### src/rtl/cpu_pkg.sv
// Shared CPU front-end types and constants.
package cpu_pkg;

    localparam int unsigned XLEN = 32;
    localparam logic [XLEN-1:0] INSTR_NOP        = 32'h0000_0013;
    localparam logic [XLEN-1:0] RESET_PC_DEFAULT = 32'h0000_0000;

    typedef struct packed {
        logic [XLEN-1:0] instr;
        logic [XLEN-1:0] pc;
    } fetch_entry_t;

    // Clear the byte-offset bits so the request address is always word aligned.
    function automatic logic [XLEN-1:0] align_word(input logic [XLEN-1:0] addr);
        return {addr[XLEN-1:2], 2'b00};
    endfunction

endpackage

### src/rtl/ifetch_if.sv
// Fetch-stage bus bundle: imem request/response, execute redirect, decode handoff.
interface ifetch_if;
    import cpu_pkg::*;

    logic            imem_req_valid;
    logic            imem_req_ready;
    logic [XLEN-1:0] imem_req_addr;
    logic            imem_rsp_valid;
    logic [XLEN-1:0] imem_rsp_data;
    logic            redirect_valid;
    logic [XLEN-1:0] redirect_pc;
    logic            instr_valid;
    logic            instr_ready;
    logic [XLEN-1:0] instr;
    logic [XLEN-1:0] instr_pc;
    logic            fetch_fault;

    modport master (
        output imem_req_valid, imem_req_addr, instr_valid, instr, instr_pc, fetch_fault,
        input  imem_req_ready, imem_rsp_valid, imem_rsp_data, redirect_valid, redirect_pc,
               instr_ready
    );

    modport slave (
        input  imem_req_valid, imem_req_addr, instr_valid, instr, instr_pc, fetch_fault,
        output imem_req_ready, imem_rsp_valid, imem_rsp_data, redirect_valid, redirect_pc,
               instr_ready
    );

endinterface

### src/rtl/sync_fifo.sv
// Single-clock FIFO with synchronous flush; storage is reset so the head reads zero.
module sync_fifo #(
    parameter int unsigned WIDTH = 32,
    parameter int unsigned DEPTH = 4
) (
    input  logic                   clk,
    input  logic                   rst_n,
    input  logic                   push,
    input  logic                   pop,
    input  logic                   flush,
    input  logic [WIDTH-1:0]       wdata,
    output logic [WIDTH-1:0]       rdata,
    output logic [$clog2(DEPTH):0] count,
    output logic                   full,
    output logic                   empty
);

    localparam int unsigned AW = $clog2(DEPTH);
    localparam int unsigned CW = AW + 1;

    logic [WIDTH-1:0] mem_q [DEPTH];
    logic [AW-1:0]    wr_ptr_q;
    logic [AW-1:0]    rd_ptr_q;
    logic [CW-1:0]    count_q;
    logic             do_push;
    logic             do_pop;

    always_comb begin
        empty   = (count_q == '0);
        full    = (count_q == CW'(DEPTH));
        do_pop  = pop && !empty;
        do_push = push && (!full || do_pop);
        rdata   = mem_q[rd_ptr_q];
        count   = count_q;
    end

    // Pointers wrap naturally because DEPTH is a power of two.
    always_ff @(posedge clk or negedge rst_n) begin
        if (!rst_n) begin
            for (int unsigned i = 0; i < DEPTH; i++) begin
                mem_q[i] <= '0;
            end
            wr_ptr_q <= '0;
            rd_ptr_q <= '0;
            count_q  <= '0;
        end else if (flush) begin
            wr_ptr_q <= '0;
            rd_ptr_q <= '0;
            count_q  <= '0;
        end else begin
            if (do_push) begin
                mem_q[wr_ptr_q] <= wdata;
                wr_ptr_q        <= wr_ptr_q + AW'(1);
            end
            if (do_pop) begin
                rd_ptr_q <= rd_ptr_q + AW'(1);
            end
            count_q <= count_q + CW'(do_push) - CW'(do_pop);
        end
    end

endmodule

### src/rtl/ifetch.sv
// Instruction fetch stage: owns the PC, issues credit-limited imem requests,
// buffers returned words for decode and handles flushing redirects.
module ifetch
    import cpu_pkg::*;
#(
    parameter logic [XLEN-1:0] RESET_PC = RESET_PC_DEFAULT,
    parameter int unsigned     DEPTH    = 4
) (
    input logic       clk,
    input logic       rst_n,
    ifetch_if.master  bus
);

    localparam int unsigned CW = $clog2(DEPTH) + 1;
    localparam int unsigned SW = CW + 1;
    localparam int unsigned EW = $bits(fetch_entry_t);

    logic [XLEN-1:0] pc_q;
    logic [XLEN-1:0] pc_n;
    logic            req_valid_q;
    logic            req_valid_n;
    logic [CW-1:0]   drop_q;
    logic [CW-1:0]   drop_n;
    logic            fault_q;
    logic            fault_n;

    logic            flush;
    logic            req_fire;
    logic            rsp_push;
    logic            instr_pop;
    logic [SW-1:0]   count_n;
    logic [SW-1:0]   out_n;

    logic [CW-1:0]   fifo_count;
    logic            fifo_full;
    logic            fifo_empty;
    logic [EW-1:0]   fifo_rdata;
    fetch_entry_t    head;
    fetch_entry_t    wr_entry;
    logic [CW-1:0]   pcq_count;
    logic            pcq_full;
    logic            pcq_empty;
    logic [XLEN-1:0] pcq_head;

    // A redirect masks both handshakes in its own cycle.
    assign bus.imem_req_valid = req_valid_q && !bus.redirect_valid;
    assign bus.imem_req_addr  = pc_q;
    assign bus.instr_valid    = !fifo_empty && !bus.redirect_valid;
    assign bus.instr          = head.instr;
    assign bus.instr_pc       = head.pc;
    assign bus.fetch_fault    = fault_q;

    always_comb begin
        head      = fetch_entry_t'(fifo_rdata);
        flush     = bus.redirect_valid;
        req_fire  = bus.imem_req_valid && bus.imem_req_ready;
        instr_pop = bus.instr_valid && bus.instr_ready;
        rsp_push  = bus.imem_rsp_valid && (drop_q == '0) && !flush;
        wr_entry  = '{instr: bus.imem_rsp_data, pc: pcq_head};
    end

    // Next state; request valid is precomputed from next-cycle credits so it is registered.
    always_comb begin
        pc_n    = pc_q;
        drop_n  = drop_q;
        fault_n = fault_q;
        count_n = '0;
        if (flush) begin
            pc_n    = align_word(bus.redirect_pc);
            fault_n = |bus.redirect_pc[1:0];
            // Every request still in flight after this cycle's response belongs to the old stream.
            drop_n  = pcq_count - CW'(bus.imem_rsp_valid);
        end else begin
            if (req_fire) begin
                pc_n = pc_q + XLEN'(4);
            end
            if (bus.imem_rsp_valid && (drop_q != '0)) begin
                drop_n = drop_q - CW'(1);
            end
            count_n = SW'(fifo_count) + SW'(rsp_push) - SW'(instr_pop);
        end
        out_n       = SW'(pcq_count) + SW'(req_fire) - SW'(bus.imem_rsp_valid);
        req_valid_n = !fault_n && ((count_n + out_n) < SW'(DEPTH));
    end

    always_ff @(posedge clk or negedge rst_n) begin
        if (!rst_n) begin
            pc_q        <= RESET_PC;
            req_valid_q <= 1'b0;
            drop_q      <= '0;
            fault_q     <= 1'b0;
        end else begin
            pc_q        <= pc_n;
            req_valid_q <= req_valid_n;
            drop_q      <= drop_n;
            fault_q     <= fault_n;
        end
    end

    sync_fifo #(
        .WIDTH (EW),
        .DEPTH (DEPTH)
    ) u_entry_fifo (
        .clk   (clk),
        .rst_n (rst_n),
        .push  (rsp_push),
        .pop   (instr_pop),
        .flush (flush),
        .wdata (wr_entry),
        .rdata (fifo_rdata),
        .count (fifo_count),
        .full  (fifo_full),
        .empty (fifo_empty)
    );

    // In-flight address queue; never flushed since dropped responses still pop it.
    sync_fifo #(
        .WIDTH (XLEN),
        .DEPTH (DEPTH)
    ) u_pc_queue (
        .clk   (clk),
        .rst_n (rst_n),
        .push  (req_fire),
        .pop   (bus.imem_rsp_valid),
        .flush (1'b0),
        .wdata (pc_q),
        .rdata (pcq_head),
        .count (pcq_count),
        .full  (pcq_full),
        .empty (pcq_empty)
    );

    a_entry_no_overflow: assert property (@(posedge clk) disable iff (!rst_n)
        rsp_push |-> (!fifo_full || instr_pop));
    a_pcq_no_overflow: assert property (@(posedge clk) disable iff (!rst_n)
        req_fire |-> !pcq_full);
    a_rsp_has_request: assert property (@(posedge clk) disable iff (!rst_n)
        bus.imem_rsp_valid |-> !pcq_empty);

endmodule

### src/flat_wrapper.sv
// flat-port wrapper written by rule: the top's interface ports become plain ports
module ifetch_flat import cpu_pkg::*;
#(
    parameter logic [XLEN-1:0] RESET_PC = RESET_PC_DEFAULT,
    parameter int unsigned     DEPTH    = 4
)
  (clk, rst_n, bus_imem_req_valid, bus_imem_req_addr, bus_instr_valid, bus_instr, bus_instr_pc, bus_fetch_fault, bus_imem_req_ready, bus_imem_rsp_valid, bus_imem_rsp_data, bus_redirect_valid, bus_redirect_pc, bus_instr_ready);
  ifetch_if bus_i ();
  input logic clk;
  input logic rst_n;
  output wire logic [$bits(bus_i.imem_req_valid)-1:0] bus_imem_req_valid;
  output wire logic [$bits(bus_i.imem_req_addr)-1:0] bus_imem_req_addr;
  output wire logic [$bits(bus_i.instr_valid)-1:0] bus_instr_valid;
  output wire logic [$bits(bus_i.instr)-1:0] bus_instr;
  output wire logic [$bits(bus_i.instr_pc)-1:0] bus_instr_pc;
  output wire logic [$bits(bus_i.fetch_fault)-1:0] bus_fetch_fault;
  input wire logic [$bits(bus_i.imem_req_ready)-1:0] bus_imem_req_ready;
  input wire logic [$bits(bus_i.imem_rsp_valid)-1:0] bus_imem_rsp_valid;
  input wire logic [$bits(bus_i.imem_rsp_data)-1:0] bus_imem_rsp_data;
  input wire logic [$bits(bus_i.redirect_valid)-1:0] bus_redirect_valid;
  input wire logic [$bits(bus_i.redirect_pc)-1:0] bus_redirect_pc;
  input wire logic [$bits(bus_i.instr_ready)-1:0] bus_instr_ready;
  assign bus_imem_req_valid = bus_i.imem_req_valid;
  assign bus_imem_req_addr = bus_i.imem_req_addr;
  assign bus_instr_valid = bus_i.instr_valid;
  assign bus_instr = bus_i.instr;
  assign bus_instr_pc = bus_i.instr_pc;
  assign bus_fetch_fault = bus_i.fetch_fault;
  assign bus_i.imem_req_ready = bus_imem_req_ready;
  assign bus_i.imem_rsp_valid = bus_imem_rsp_valid;
  assign bus_i.imem_rsp_data = bus_imem_rsp_data;
  assign bus_i.redirect_valid = bus_redirect_valid;
  assign bus_i.redirect_pc = bus_redirect_pc;
  assign bus_i.instr_ready = bus_instr_ready;
  ifetch #(.RESET_PC(RESET_PC), .DEPTH(DEPTH)) u_core (.clk(clk), .rst_n(rst_n), .bus(bus_i));
endmodule
### config.mk
export PLATFORM = sky130hd
export DESIGN_NAME = ifetch_flat
export DESIGN_NICKNAME = d
export VERILOG_FILES = /design/src/rtl/cpu_pkg.sv /design/src/rtl/ifetch_if.sv /design/src/rtl/sync_fifo.sv /design/src/rtl/ifetch.sv /design/src/flat_wrapper.sv
export SDC_FILE = /design/constraint.sdc
export NUM_CORES = 1
export LEC_CHECK = 0
export CAP_MARGIN = 20
export CORE_UTILIZATION = 45
export DETAILED_ROUTE_END_ITERATION = 10
export GPL_TIMING_DRIVEN = 0
export HOLD_SLACK_MARGIN = 0.06
export PLACE_DENSITY = 0.67
export SLEW_MARGIN = 5
export SYNTH_ARGS = -nofsm -noshare
export SYNTH_HDL_FRONTEND = slang
export SYNTH_HIERARCHICAL = 1
export SYNTH_SLANG_ARGS = --single-unit
### constraint.sdc
create_clock -name clk -period 3.6 [get_ports clk]
set_input_delay 0.36 -clock clk [delete_from_list [all_inputs] [get_ports clk]]
set_output_delay 0.36 -clock clk [all_outputs]
set_load 0.01 [all_outputs]
==> results.md, run 1 <==
- Cell family with most CP delay: adder cells
- Largest net degree at the start of global routing: 117
- Max Freq: 0.280 GHz
- Max-slew violations: 0
- Area after DPL: 23,400 um^2
- Ordered cell list for the critical path: nor3_4 -> nor2_2 -> and2_4 -> ha_4 -> inv_2 -> ha_4 -> fa_1 -> nand2b_1 -> ha_1 -> inv_2 -> ha_4 -> a21oi_2 -> o31ai_2 -> or4_1 -> nor3_2 -> nand2b_4
- Syn Inst Count: 1,298
- Remaining DRCs: 0
- Initial Utilization: a little under half
- WL per Instance: 21.4 um
- Clock Tree Root: clkbuf_16
- Peak supply drop: about 0.39 mV
- Fin area: 25,200 um^2
- Die height: 217 um
- RSZ-0062 raised after global routing: yes
- Die width: 217 um
- CP max stage cell: fa_1
- Pwr Density: around 550 nW/um^2
- Core area: 45,600 um^2
- Final Cycle Share: between 90% and 100%
- Mapped cell area: 20,800 um^2
- Max_cap viols: 0
- R2R setup slack: 0.03 ns
- Die Footprint: about 47,000 um^2
- Setup violations, final: 0
- Critical Path AT: 4.08 ns
- WP data required: 4.11 ns
- CP bufs+invs: 2
- Iteration-0 DRC Markers: roughly 640
- Maximum buffer depth of the clock tree: 3
- Inserted Diodes: 0
- Hold Startpoint: bus_redirect_pc[16]
- Final design utilization: 55.2%
- Clock slew at reported path FFs: about 0.060 ns
- Mean Syn Cell Area: 16.1 um^2
- Routed Antenna Nets: 0
- GRT Total Usage: 20.3%
- Clock Sinks: roughly 430
- Status: complete, no violations
- CTS Buf Count: 48
- HP Class: in -> reg
- Via count: 11,700
- CTS tree: built
- HPWL Detailed: 30.9 mm
- Crit Path Category: reg -> reg
- LEAKAGE: 11.4 nW
- Via density per instance: 5.39
- Rows: 78
- Routed WL: around 46 mm
- CP Launch Point: u_core/u_entry_fifo/count[0]$_DFF_PN0_
- Element type at the critical path end: flip-flop
- Nets: 1,637
- Share of layout cells above drive strength 1: 41.9%
- Crit start category: flip-flop
- Area grow syn2layout: 20.7%
- Least-Margin Pin Slew: ~0.94 ns
- Slew HR: between 30% and 40%
- Vias in the first global route: 12,700
- IO buf count: 166
- Max incr delay on CP: 0.49 ns
- YS warnings: 6
- Fin crit period: 3.57 ns
- First-pass GRT wire length: 74.6 mm
- Cell mode on critical path: ha_4
- Worst R2R Start: u_core/u_entry_fifo/count[0]$_DFF_PN0_
- Io pins: roughly 170
- Worst-path maximum fanout: 3
- Final GP Congestion: 0.806
- Clk_lat worst skew: 0.58 ns
- Initial antenna violation count: 0
- Clk_skew: 0.0160 ns
- Final Hold Fails: 0
- H-tree levels: 2
- Global route overflow: 0
- First-pass detailed-route iteration total: 4
-- metal layers --
| layer | part of all wire [%] | track usage, % |
|---|---|---|
| met3 | 3.4 | 2.73 |
| met2 | 47 | 32.1 |
| met4 | 2.4 | 6.46 |
| met5 | 0 | 0 |
| met1 | 47 | 29.2 |
-- layout make-up --
class,count,area [um^2]
sequential,433,10800
fill,3665,20400
inverter,33,124
tap,600,751
multi-input combinational,767,9390
clock buffer,67,1380
buffer,78,642
clock inverter,22,233
timing repair buffer,176,1800
-- registers in the layout (all words and copies together), names as in the netlist --
name / cells
u_core/u_entry_fifo/mem_q: 256
u_core/u_pc_queue/mem_q: 128
u_core/bus.imem_req_addr: 30
u_core/drop_q: 3
u_core/u_entry_fifo/count: 3
u_core/u_pc_queue/count: 3
u_core/u_entry_fifo/rd_ptr_q: 2
u_core/u_entry_fifo/wr_ptr_q: 2
u_core/u_pc_queue/rd_ptr_q: 2
u_core/u_pc_queue/wr_ptr_q: 2
u_core/bus.fetch_fault: 1
u_core/req_valid_q: 1
-- metrics by stage --
step / TNS [ns] / std cells / hold WS, ns / setup WS [ns] / total power (W)
after global placement: -7418.27 / 2077 / 0.462 / -16.77 / 0.00875
after global routing: -0.0783 / 2176 / 0.331 / -0.0783 / 0.0144
after floorplan: 0 / 1311 / 0.0644 / 0.0339 / 0.00745
after CTS: 0 / 2175 / 0.302 / 0.0102 / 0.0139
after detailed placement: -202.08 / 2080 / 0.468 / -1.78 / 0.00883
final: 0 / 2176 / 0.329 / 0.0326 / 0.0138
-- worst min-delay path, cell delays in order --
cell and delay, ns:
clkdlybuf4s50_1 0.39, nand2_1 0.06, o21ai_1 0.05
-- worst paths after layout --
| path | depth (start not counted) | end |
|---|---|---|
| min in group asynchronous | 2 | u_core/u_entry_fifo/mem_q[164]$_DFFE_PN0P_ |
| max | 16 | u_core/req_valid_q$_DFF_PN0_ |
| max reg2reg | 16 | u_core/req_valid_q$_DFF_PN0_ |
| min | 3 | u_core/bus.imem_req_addr[16]$_DFFE_PN0N_ |
| max in group asynchronous | 4 | u_core/u_entry_fifo/count[0]$_DFF_PN0_ |
| min reg2reg | 1 | u_core/u_entry_fifo/mem_q[93]$_DFFE_PN0P_ |
-- report_power, final --
group	switching, W	leakage [nW]	internal, W
clock	0.00205	0.797	0.00298
sequential	0.000369	5.91	0.00538
combinational	0.00128	4.70	0.00174
total	0.00370	11.4	0.0101
-- cells in the final DEF, fill, tap and decap left out, drive strengths merged, types with 9 or more instances in the layout --
master and n:
clkinv 12, mux4 96, inv 36, conb 14, nor2 22, buf 77
nand2 53, clkdlybuf4s50 164, ha 27, o21ai 29, nor3 14, clkbuf 79
xor2 22, nand3 10, mux2 388, nor2b 9, dfrtp 433, nand4 9
-- what timing repair did --
item / 4_1_cts / 5_1_grt
setup buffers: 5 / 1
setup endpoints to repair: 131 / 3
pin swaps: 2 / 1
endpoints found under the hold margin: 93 / 0
gates resized for setup: 25 / 4
hold buffers: 1 / 0
Power figures use the tool's default switching activity.
==> run 2: changes to the inputs <==
Settings changed: GPL_ROUTABILITY_DRIVEN set to 0.
==> results of run 2 <==
Same layout as run 1: the final DEF is identical, and so are final timing and power.
